## src/rtl/seq_detect_scheduler.sv

```systemverilog
// Time-shared Mealy pattern detector: one transition datapath serves NCH serial streams,
// picking one requesting channel per cycle by round robin and keeping a per-channel state table.
module seq_detect_scheduler #(
  parameter int         NCH     = 4,
  parameter logic [7:0] PATTERN = 8'b0000_0110,
  parameter int         PLEN    = 4,
  parameter bit         OVERLAP = 1'b0
) (
  input  logic                   clk,
  input  logic                   reset,
  input  logic [NCH-1:0]         chan_en,
  input  logic                   clear,
  input  logic [NCH-1:0]         bit_in,
  input  logic [NCH-1:0]         bit_valid,
  output logic [NCH-1:0]         bit_ready,
  output logic                   match_valid,
  output logic [$clog2(NCH)-1:0] match_ch,
  output logic [15:0]            match_total
);

  localparam int SW = $clog2(PLEN);
  localparam int CW = $clog2(NCH);

  // Pattern bit i in arrival order (bit 0 is received first).
  function automatic logic pat_bit(input int i);
    return |(PATTERN & (8'd1 << (PLEN - 1 - i)));
  endfunction

  // Longest k <= maxk such that the first k pattern bits equal the last k bits
  // of the sequence (first s pattern bits, then b).
  function automatic int border(input int s, input logic b, input int maxk);
    int   best;
    int   pos;
    logic ok;
    logic sb;
    best = 0;
    for (int k = 1; k <= maxk; k++) begin
      ok = 1'b1;
      for (int j = 0; j < k; j++) begin
        pos = s + 1 - k + j;
        sb  = (pos == s) ? b : pat_bit(pos);
        if (sb != pat_bit(j)) ok = 1'b0;
      end
      if (ok) best = k;
    end
    return best;
  endfunction

  function automatic logic [2*PLEN*SW-1:0] build_fb();
    logic [2*PLEN*SW-1:0] t;
    t = '0;
    for (int s = 0; s < PLEN; s++) begin
      for (int b = 0; b < 2; b++) begin
        t[(2*s+b)*SW +: SW] = SW'(border(s, (b == 1), s));
      end
    end
    return t;
  endfunction

  // Mismatch fallback, indexed by {state, bit}; and the restart state after an overlapping match.
  localparam logic [2*PLEN*SW-1:0] FB  = build_fb();
  localparam int                   OVL = border(PLEN - 1, pat_bit(PLEN - 1), PLEN - 1);

  logic [SW-1:0] state_q [NCH];
  logic [CW-1:0] rr_q;
  logic          grant_found;
  logic [CW-1:0] grant_ch;
  logic [CW-1:0] ci;
  logic          hs;
  logic [SW-1:0] cur_s;
  logic          cur_b;
  logic          exp_b;
  logic          full;
  logic          hit;
  logic [SW-1:0] fb_s;
  logic [SW-1:0] next_s;

  always_comb begin
    grant_found = 1'b0;
    grant_ch    = '0;
    ci          = '0;
    for (int i = 0; i < NCH; i++) begin
      ci = CW'((int'(rr_q) + i) % NCH);
      if (!grant_found && bit_valid[ci] && chan_en[ci]) begin
        grant_found = 1'b1;
        grant_ch    = ci;
      end
    end
  end

  // Handshake: a bit moves on a rising edge where bit_valid[i] & bit_ready[i];
  // bit_ready is a one-hot grant, never raised for a disabled channel, during clear or reset.
  always_comb begin
    bit_ready = '0;
    if (grant_found && !clear && !reset) bit_ready[grant_ch] = 1'b1;
  end

  assign hs = |(bit_ready & bit_valid);

  always_comb begin
    cur_s = state_q[grant_ch];
    cur_b = bit_in[grant_ch];
    exp_b = 1'b0;
    fb_s  = '0;
    for (int k = 0; k < PLEN; k++) begin
      if (cur_s == SW'(k)) exp_b = pat_bit(k);
    end
    for (int k = 0; k < 2 * PLEN; k++) begin
      if ({cur_s, cur_b} == (SW+1)'(k)) fb_s = FB[k*SW +: SW];
    end
    full = (cur_s == SW'(PLEN - 1));
    hit  = (cur_b == exp_b) && full;
    if (cur_b != exp_b)  next_s = fb_s;
    else if (!full)      next_s = cur_s + SW'(1);
    else if (OVERLAP)    next_s = SW'(OVL);
    else                 next_s = '0;
  end

  always_ff @(posedge clk or posedge reset) begin
    if (reset) begin
      for (int i = 0; i < NCH; i++) state_q[i] <= '0;
      rr_q        <= '0;
      match_valid <= 1'b0;
      match_ch    <= '0;
      match_total <= '0;
    end else begin
      match_valid <= 1'b0;
      if (clear) begin
        for (int i = 0; i < NCH; i++) state_q[i] <= '0;
        match_total <= '0;
      end else begin
        if (hs) begin
          state_q[grant_ch] <= next_s;
          rr_q <= (grant_ch == CW'(NCH - 1)) ? '0 : grant_ch + CW'(1);
          if (hit) begin
            match_valid <= 1'b1;
            match_ch    <= grant_ch;
            if (match_total != 16'hFFFF) match_total <= match_total + 16'd1;
          end
        end
        // Disabled channels restart from scratch when re-enabled.
        for (int i = 0; i < NCH; i++) begin
          if (!chan_en[i]) state_q[i] <= '0;
        end
      end
    end
  end

endmodule
```

## config.mk

```make
export PLATFORM = sky130hd
export DESIGN_NAME = seq_detect_scheduler
export DESIGN_NICKNAME = d
export VERILOG_FILES = /design/src/rtl/seq_detect_scheduler.sv
export SDC_FILE = /design/constraint.sdc
export NUM_CORES = 1
export LEC_CHECK = 0
export ABC_AREA = 0
export BUFFER_PORTS_ARGS = -buffer_cell sky130_fd_sc_hd__buf_4
export CAP_MARGIN = 30
export CELL_PAD_IN_SITES_DETAIL_PLACEMENT = 1
export CELL_PAD_IN_SITES_GLOBAL_PLACEMENT = 1
export CORE_MARGIN = 5
export CORE_UTILIZATION = 45
export CTS_CLUSTER_SIZE = 28
export DETAILED_ROUTE_END_ITERATION = 8
export GPL_ROUTABILITY_DRIVEN = 1
export PLACE_DENSITY = 0.88
export SLEW_MARGIN = 20
export SYNTH_ARGS = -nofsm -noshare
export SYNTH_HDL_FRONTEND = slang
export SYNTH_SLANG_ARGS = --single-unit
```

## constraint.sdc

```tcl
create_clock -name clk -period 4.2 [get_ports clk]
set_input_delay 1.26 -clock clk [delete_from_list [all_inputs] [get_ports clk]]
set_output_delay 1.26 -clock clk [all_outputs]
set_load 0.03 [all_outputs]
```

### Word-level counts from Yosys, hierarchy flattened

Cells that the tools add are included.

| cells by class | value |
|---|---|
| $lt $le $gt $ge | 8 |
| $add $sub $neg | 6 |
| equality and inequality tests | 17 |
| multiplexer cells | 60 |
| reduce and logical (&&, ||, !) cells | 24 |
| bitwise logic cells | 3 |

Operator list:

| kind | number |
|---|---|
| $mux 16 | 4 |
| $mux 2 | 19 |
| $mux 1 | 21 |
| $bmux 1 s2 | 9 |
| $add 16x1->16 const B | 1 |
| $mux 8 | 2 |
| $ne 16x16->1 const B | 1 |
| $lt 2x3->1 const B | 5 |
| $eq 3x3->1 const B | 4 |
| $logic_and 1x1->1 | 12 |
| $ne 3x1->1 const B | 4 |
| $bwmux 8 | 1 |
| $add 2x1->2 const B | 3 |
| $eq 2x2->1 const B | 3 |
| $eq 3x2->1 const B | 2 |
| $reduce_and 3->1 | 2 |
| $reduce_bool 2->1 | 3 |
| $logic_not 1->1 | 5 |
| $add 2x2->2 const B | 2 |
| $and 4x4->4 | 1 |
| $bmux 2 s2 | 1 |
| $demux 2 s2 | 1 |
| $mux 4 | 1 |
| $reduce_or 4->1 | 1 |
| other kinds (10) | 10 |

| word-level totals | value |
|---|---|
| word-level logic and storage cells | 126 |
| bits of input ports | 15 |
| output and inout bits | 23 |
| register bits | 29 |

### Depth between registers and ports, before layout

Gate-level depths: netlist (run 1).

| depth | value |
|---|---|
| depth in word-level cells | 32 |
| gate-level depth with buffers | 14 |

### Worst setup path before layout (run 1)

Ideal clock, no wire load.

| path | value |
|---|---|
| path type | input port to flip-flop |
| start | input port bit_valid[2] |
| end | register match_total[5] |
| arrival | 3.581 ns |
| setup slack | 0.494 ns |
| stages | 12 |
| setup time | 0.125 ns |
| cell sequence | nand2_1 o22ai_1 o32ai_4 inv_4 mux4_2 ha_1 nand3_1 nor2_1 a22oi_2 inv_1 nand3_1 mux2_2 |

| on the way | value |
|---|---|
| word-level cells in the longest chain between the ends | 28 |

RTL lines:

| item | line | RTL |
|---|---|---|
| start, declared | 14 | `input logic [NCH-1:0] bit_valid,` |
| $bmux 1 s2 | 84 | `if (!grant_found && bit_valid[ci] && chan_en[ci]) begin` |
| $mux 1 (not written as such) | 84 |  |
| $logic_and 1x1->1 | 84 |  |
| $mux 1 | 84 |  |
| $logic_not 1->1 | 84 |  |
| $logic_and 1x1->1 (2 in series) | 84 |  |
| $mux 1 | 84 |  |
| $logic_not 1->1 | 84 |  |
| (+7 left out) | n/a |  |
| net grant_ch[0] | 67 | `logic [CW-1:0] grant_ch;` |
| (+1 left out) | n/a |  |
| $bmux 2 s2 | 101 | `cur_s = state_q[grant_ch];` |
| $mux 2 (not written as such) (2 in series) | 101 |  |
| $eq 2x1->1 | 106 | `if (cur_s == SW'(k)) exp_b = pat_bit(k);` |
| $mux 1 (3 in series) | 106 |  |
| $eq 1x1->1 | 112 | `hit = (cur_b == exp_b) && full;` |
| $logic_and 1x1->1 | 112 |  |
| $reduce_bool 2->1 (no line) | n/a |  |
| $reduce_and 3->1 (no line) * | n/a |  |
| end signal, assigned | 138 | `if (match_total != 16'hFFFF) match_total <= match_total + 16'd1;` |
| end, declared | 18 | `output logic [15:0] match_total` |

Mark *: on every way through the listed nets, which the timed path passes. The rest lies on a longest branch. The select of a mux whose other input is x is not followed.
A chain may end at the register's enable or synchronous reset.

### Worst setup path after layout (run 1)

| path | value |
|---|---|
| start | input port chan_en[2] |
| end | output port bit_ready[2] |

| on the way | value |
|---|---|
| word-level cells in the longest chain between the ends | 21 |

RTL lines:

| item | line | RTL |
|---|---|---|
| start, declared | 11 | `input logic [NCH-1:0] chan_en,` |
| $bmux 1 s2 | 84 |  |
| $mux 1 (not written as such) | 84 |  |
| $logic_and 1x1->1 | 84 |  |
| $mux 1 | 84 |  |
| $logic_not 1->1 | 84 |  |
| $logic_and 1x1->1 (2 in series) | 84 |  |
| $mux 1 | 84 |  |
| $logic_not 1->1 | 84 |  |
| (+4 left out) | n/a |  |
| $logic_and 1x1->1 (2 in series) | 84 |  |
| $mux 2 * | 84 |  |
| net grant_ch[0] | 67 |  |
| $lt 2x3->1 (not written as such) or $ge 2x1->1 (tied branches) | 95 | `if (grant_found && !clear && !reset) bit_ready[grant_ch] = 1'b1;` |
| $logic_and 1x1->1 (not written as such) | 95 |  |
| $mux 1 (not written as such) | 95 |  |
| $demux 1 s2 * | 95 |  |
| $mux 4 * | 95 |  |
| end, declared | 15 | `output logic [NCH-1:0] bit_ready,` |

Marked as above.

==> impl_metrics.tcl, run 1 <==
set metrics [dict create \
    power_switching_share_pct 30.0 \
    fp-row-count 23 \
    nNetsFinal 245 \
    drtAntennaViolNets 0 \
    dp.cells 267 \
    grt_first_pass_wirelength_mm 8.72 \
    core-area_sq_um 3940 \
    critPathLaunchType "input pin" \
    cts_tree "built" \
    cts_max_path_buffers 2 \
    final_cells 275 \
    report.power.total_uw 794 \
    finalHoldViolCount 0 \
    antenna_found_initial 0 \
    drive_gt1_share_pct 27.6 \
    power.internal_uw 555 \
    cp_slowest_cell "o32ai_4" \
    clock_skew_ns 0.00888 \
    portBuffers 37 \
    synth_ff_type "dfrtp_1" \
    holdBufCountCts 0 \
    syn_inst 183 \
    fin_area_sq_um 2250 \
    postSynthAreaPerCell_sq_um 9.88 \
    routed_wl_mm 5.32 \
    h-tree-depth 2 \
    switching_power_uw 238 \
    hpwl_mm 3.85 \
    drv_slew 0 \
    clockRootBuffer "clkbuf_8" \
    placed_area_sq_um 2130 \
    die_x_um 73.4 \
    min-delay-path-class "reg2reg" \
    grt_usage_pct 20.9 \
    vias_per_cell 6.24 \
    io_pins 38 \
    grt_pass1_vias 1728 \
    max_freq_mhz 248 \
    critPathMaxStageDelay_ns 0.43 \
    cts_setup_buffers 0 \
    clockPowerShare_pct 37.9 \
    p_leak_nw 1.06 \
    max_cap_viol_count 0 \
    status "completed" \
    synth_edf_count 0 \
    initial_utilization_pct 45.9 \
    grt_max_degree 26 \
    insertion_delay_ns 0.28 \
    num_vias 1717 \
    die_y_um 73.4 \
    ir_worst_vdd_mv 0.249 \
    min_period_ns 4.03 \
    path_class "in2out" \
    seq_power_share_pct 38.5 \
    slew_headroom_pct 63.7 \
    path_cells "buf_4 > nand2_1 > a21oi_1 > o32ai_4 > inv_4 > ha_1 > and2_1 > buf_4" \
    worstSetupEndpointType "output port" \
    cellPowerDensity_nw_per_um2 353 \
    syn-cell-area_sq_um 1810 \
    crit_top_cell "buf_4" \
    p_comb_share_pct 23.6 \
    setup_viol 0 \
    synth.ff_latch_count 29 \
    drc_errors 0 \
    cts_buffers 5 \
    die_area_sq_um 5390 \
    synth-async-reset-ratio_pct 100 \
    critPathRequiredTime_ns 2.94 \
    synth_fp_nets 204 \
    routedWlPerCell_um 19.3 \
    cts.sink_count 29 \
    yosysSeqAreaShare_pct 40.1 \
    synth_cell_type_count 43 \
    fin_tns_setup_ns 0 \
    cts_resized 0 \
    grt_setup_unrepaired "no" \
    routabilityCongestion 0.895 \
    worst_pin_slew_ns 0.529 \
    overflow 0 \
    cp.arrival_ns 2.77 \
    first_pass_iters 4 \
    final_util_pct 57.0 \
    syn_to_final_growth_pct 24.4 \
    path_max_fanout 6 \
    antennaDiodeCount 0 \
    clk_pin_slew_ns 0.06 \
    drt-initial-drc-count 90 \
    ys_warn_count 0 \
    finalCritPeriodShare_pct 95.9 \
]
==> cells in the final DEF (no fill, tap or decap), drive strengths merged, types with 3 or more instances in the layout <==
cell    instances
mux2i           6
or4             7
nor2b           6
ha              6
a21oi          19
o21ai           3
o31ai           7
a41o            4
and3           11
inv             6
dfrtp          29
nand3          12
clkbuf          7
o311ai          4
and2            6
a22oi           4
buf            41
a32oi           4
nand2          17
nor2            7
==> synth_stat cells (2+ instances only) <==
library cell  number  area share, %
o31ai_1            7            2.9
nand3_1           12            3.3
and2_1             6            2.1
nor2b_1            6            2.1
mux4_2             2            2.5
a21oi_1           18            5.0
mux2_2             2            1.2
a32oi_1            4            1.9
or4_1              7            2.9
a41o_1             4            2.2
nand2_1           16            3.3
o21ai_1            2           0.55
a22oi_1            3            1.2
nand4_1            2           0.69
and3_1             9            3.1
nor2_1             7            1.5
buf_6              2            1.2
and3_4             2            1.2
clkbuf_1           3           0.62
mux2i_1            5            2.8
dfrtp_1           29             40
o311ai_0           4            1.9
ha_1               6            4.2
o41ai_1            2           0.97
inv_1              5            1.0
==> metal layers <==
layer	vias to the layer above	global-route usage [%]	wire (um)
met4	0	5.03	48
li1	792	-	-
met1	870	28.2	2370
met2	49	34.1	2660
met3	6	4.65	238
met5	-	0	0
==> sequential cells by signal (all words and copies together) (netlist names) <==
name and count:
match_ch 2, match_total 16, match_valid 1, rr_q 2, state_q 8
==> cell families after synthesis <==
logic type	synth area share, %
compound gates	22.4
simple gates	22.1
flops	40.1
mux	7.27
fa+ha+maj	4.15
buf+inv	3.94
==> power groups by stage <==
stage | combinational, mW | sequential (mW) | clock [mW]
3_5_place_dp | 0.183 | 0.309 | 0
5_1_grt | 0.203 | 0.306 | 0.320
4_1_cts | 0.186 | 0.304 | 0.306
2_1_floorplan | 0.126 | 0.305 | 0
6_report | 0.187 | 0.306 | 0.301
3_3_place_gp | 0.175 | 0.308 | 0
==> final cells by class <==
type                    count  area [sq um]
fillers                   444          1690
multi-input cells         141          1010
flip-flops and latches     29           726
repair buffers             41           308
clock buffers               7          86.3
well taps                  50          62.6
clock inverters             1          30.0
inverters                   6          25.0
==> path summary, 6_finish.rpt <==
kind	startpoint	end	slack, ns	cells past startpoint
worst max-delay path	chan_en[2]	bit_ready[2]	0.17	8
worst min-delay path	match_ch[1]$_DFFE_PP0P_	match_ch[1]$_DFFE_PP0P_	0.50	2
worst max register to register	rr_q[0]$_DFFE_PP0P_	match_total[13]$_DFFE_PP0P_	1.09	12
worst min register to register	match_ch[1]$_DFFE_PP0P_	match_ch[1]$_DFFE_PP0P_	0.50	2
max in group asynchronous	reset	match_total[4]$_DFFE_PP0P_	2.72	3
min in group asynchronous	reset	state_q[6]$_DFFE_PP0P_	0.89	2
==> worst max-delay path, delay by kind of cell <==
family                   cells  cell delay, ns
buffers and inverters        3            0.39
AND/OR/NAND/NOR              2            0.30
adder cells (fa/ha/maj)      1            0.29
AO/OA/AOI/OAI                2            0.52
==> per-stage QoR <==
stage | hold WS, ns | setup WS, ns
after floorplan | 0.497 | 0.494
final | 0.495 | 0.172
after global routing | 0.531 | 0.0761
after global placement | 0.475 | 0.243
after detailed placement | 0.484 | 0.127
after CTS | 0.498 | 0.179
(Power assumes the default switching activity.)
==> inputs of run 2 (changes only) <==
--- a/config.mk
+++ b/config.mk
@@ -11,11 +11,12 @@
 export CELL_PAD_IN_SITES_DETAIL_PLACEMENT = 1
 export CELL_PAD_IN_SITES_GLOBAL_PLACEMENT = 1
 export CORE_MARGIN = 5
-export CORE_UTILIZATION = 45
+export CORE_UTILIZATION = 39
+export CTS_BUF_LIST = sky130_fd_sc_hd__clkbuf_8
 export CTS_CLUSTER_SIZE = 28
 export DETAILED_ROUTE_END_ITERATION = 8
 export GPL_ROUTABILITY_DRIVEN = 1
-export PLACE_DENSITY = 0.88
+export PLACE_DENSITY = 0.81
 export SLEW_MARGIN = 20
 export SYNTH_ARGS = -nofsm -noshare
 export SYNTH_HDL_FRONTEND = slang
==> constraint.sdc (replaced) <==
create_clock -name clk -period 3.7 [get_ports clk]
set_input_delay 1.11 -clock clk [delete_from_list [all_inputs] [get_ports clk]]
set_output_delay 1.11 -clock clk [all_outputs]
set_load 0.03 [all_outputs]
==> run 2 against run 1 <==
Worst setup slack got worse by 0.082 ns. Critical path depth unchanged. Register-to-register slack got worse by 0.44 ns. Cell count increased by 5.8%. Core utilization decreased by 4.0 points. Design area increased by 4.2%. Worst hold slack got worse by 0.0058 ns. Count of clock-buffer cells in the layout decreased by 2. Power increased by 6.5%. Sequential share of layout area decreased by 1.3 points. Sequential power increased by 13%.
==> impl_metrics.tcl, run 2 (synthesized netlist as in run 1, its figures left out) <==
set metrics [dict create \
    status "completed" \
    power.internal_uw 569 \
    holdBufCountCts 0 \
    drv_slew 0 \
    num_vias 1734 \
    finalHoldViolCount 0 \
    min_period_ns 3.61 \
    clk_pin_slew_ns 0.06 \
    final_util_pct 53.1 \
    layout_common_cells "54 x buf_4, 29 x dfrtp_1, 18 x a21oi_1" \
    grt_pass1_vias 1787 \
    insertion_delay_ns 0.28 \
    drc_errors 0 \
    routed_wl_mm 5.61 \
    final_common_cell "buf_4" \
    report.power.total_uw 845 \
    max_cap_viol_count 0 \
    antennaDiodeCount 0 \
    first_pass_iters 4 \
    power_switching_share_pct 32.7 \
    switching_power_uw 276 \
    p_comb_share_pct 30.4 \
    initial_utilization_pct 41.0 \
    max_freq_mhz 277 \
    drt-initial-drc-count 78 \
    min-delay-path-class "reg2reg" \
    clockRootBuffer "clkbuf_8" \
    slew_headroom_pct 65.2 \
    path_class "in2out" \
    cellPowerDensity_nw_per_um2 361 \
    critPathLaunchType "input pin" \
    ir_worst_vdd_mv 0.231 \
    vias_per_cell 5.96 \
    multi_input_area_sq_um 1020 \
    cp.arrival_ns 2.50 \
    cts_buffers 5 \
    seq_power_share_pct 40.9 \
    die_y_um 78.1 \
    setup_viol 0 \
    fillers 515 \
    h-tree-depth 2 \
    routabilityCongestion 0.796 \
    core-area_sq_um 4410 \
    largest_reg_flops 16 \
    routedWlPerCell_um 19.3 \
    die_x_um 78.1 \
    critPathRequiredTime_ns 2.59 \
    register_area_sq_um 726 \
    setup_ws_ns 0.0897 \
    cts_tree "built" \
    grt_first_pass_wirelength_mm 9.11 \
    die_area_sq_um 6100 \
    portBuffers 37 \
    io_pins 38 \
    clock_skew_ns 0.00876 \
    clockPowerShare_pct 28.8 \
    nNetsFinal 259 \
    drtAntennaViolNets 0 \
    fin_area_sq_um 2340 \
    cts_max_path_buffers 2 \
    p_leak_nw 1.12 \
    grt_usage_pct 18.3 \
    placed_area_sq_um 2240 \
    largest-register "match_total" \
    overflow 0 \
    antenna_found_initial 0 \
    cts.sink_count 29 \
    hpwl_mm 3.95 \
    worstSetupEndpointType "output port" \
    drive_gt1_share_pct 31.4 \
    path_max_fanout 6 \
    pre_cts_slack_ns -0.116 \
    syn_to_final_growth_pct 29.6 \
    grt_max_degree 30 \
    worst_pin_slew_ns 0.508 \
    reg.largest.list "match_total: 16 flops, state_q: 8 flops" \
    fp-row-count 24 \
    finalCritPeriodShare_pct 97.6 \
]
-- run 2: cell types whose count changed in the layout (fill, tap and decap cells not counted), sizes merged --
| cell | change |
|---|---|
| buf | +14 |
| inv | +3 |
| clkbuf | -2 |
| bufinv | -1 |
-- run 2: final timing paths --
check	end	startpoint	depth (start not counted)	slack, ns
worst min-delay path	match_ch[1]$_DFFE_PP0P_	match_ch[1]$_DFFE_PP0P_	2	0.49
min in group asynchronous	match_total[7]$_DFFE_PP0P_	reset	3	0.97
worst max-delay path	bit_ready[1]	chan_en[0]	8	0.09
worst min register to register	match_ch[1]$_DFFE_PP0P_	match_ch[1]$_DFFE_PP0P_	2	0.49
worst max register to register	match_total[7]$_DFFE_PP0P_	rr_q[0]$_DFFE_PP0P_	13	0.65
max in group asynchronous	match_total[4]$_DFFE_PP0P_	reset	3	2.45
-- run 2: layer usage --
layer	vias up	wire length [um]	track usage (%)
met5	-	0	0
met4	0	52	4.22
met3	7	251	4.23
met2	40	2660	27.5
met1	868	2650	26.7
li1	819	-	-
-- run 2: worst max-delay path, stage by stage --
cell and delay [ns]:
buf_4 0.14, nand3_1 0.08, nand4_1 0.16, a21oi_4 0.28, inv_1 0.14, ha_1 0.26
and2_1 0.16, buf_4 0.16
-- run 2: timing repair --
action / in CTS / in global routing
gates resized for setup: 0 / 2
buffers inserted: 0 / 2
endpoints found under the setup margin: 0 / 7
-- run 2: power by group through the flow --
stage               Sequential (mW)  Combinational [mW]  Clock (mW)
CTS                           0.345               0.235       0.250
detailed placement            0.351               0.234           0
floorplan                     0.346               0.143           0
global placement              0.351               0.227           0
finish                        0.345               0.257       0.243
global route                  0.348               0.275       0.264
-- run 2: per-stage QoR --
step	std cells	hold slack (ns)	TNS, ns
2_1_floorplan	183	0.497	0
3_3_place_gp	281	0.461	0
3_5_place_dp	281	0.483	-0.547
4_1_cts	289	0.497	0
5_1_grt	291	0.533	-0.0474
6_report	291	0.489	0
-- run 2: layout make-up --
class / instances / share of cell area [%]
Clock inverter: 3 / 0.481
Sequential cell: 29 / 31.0
Inverter: 6 / 1.07
Multi-Input combinational cell: 141 / 43.6
Timing Repair Buffer: 55 / 18.2
Tap cell: 52 / 2.78
Clock buffer: 5 / 2.94
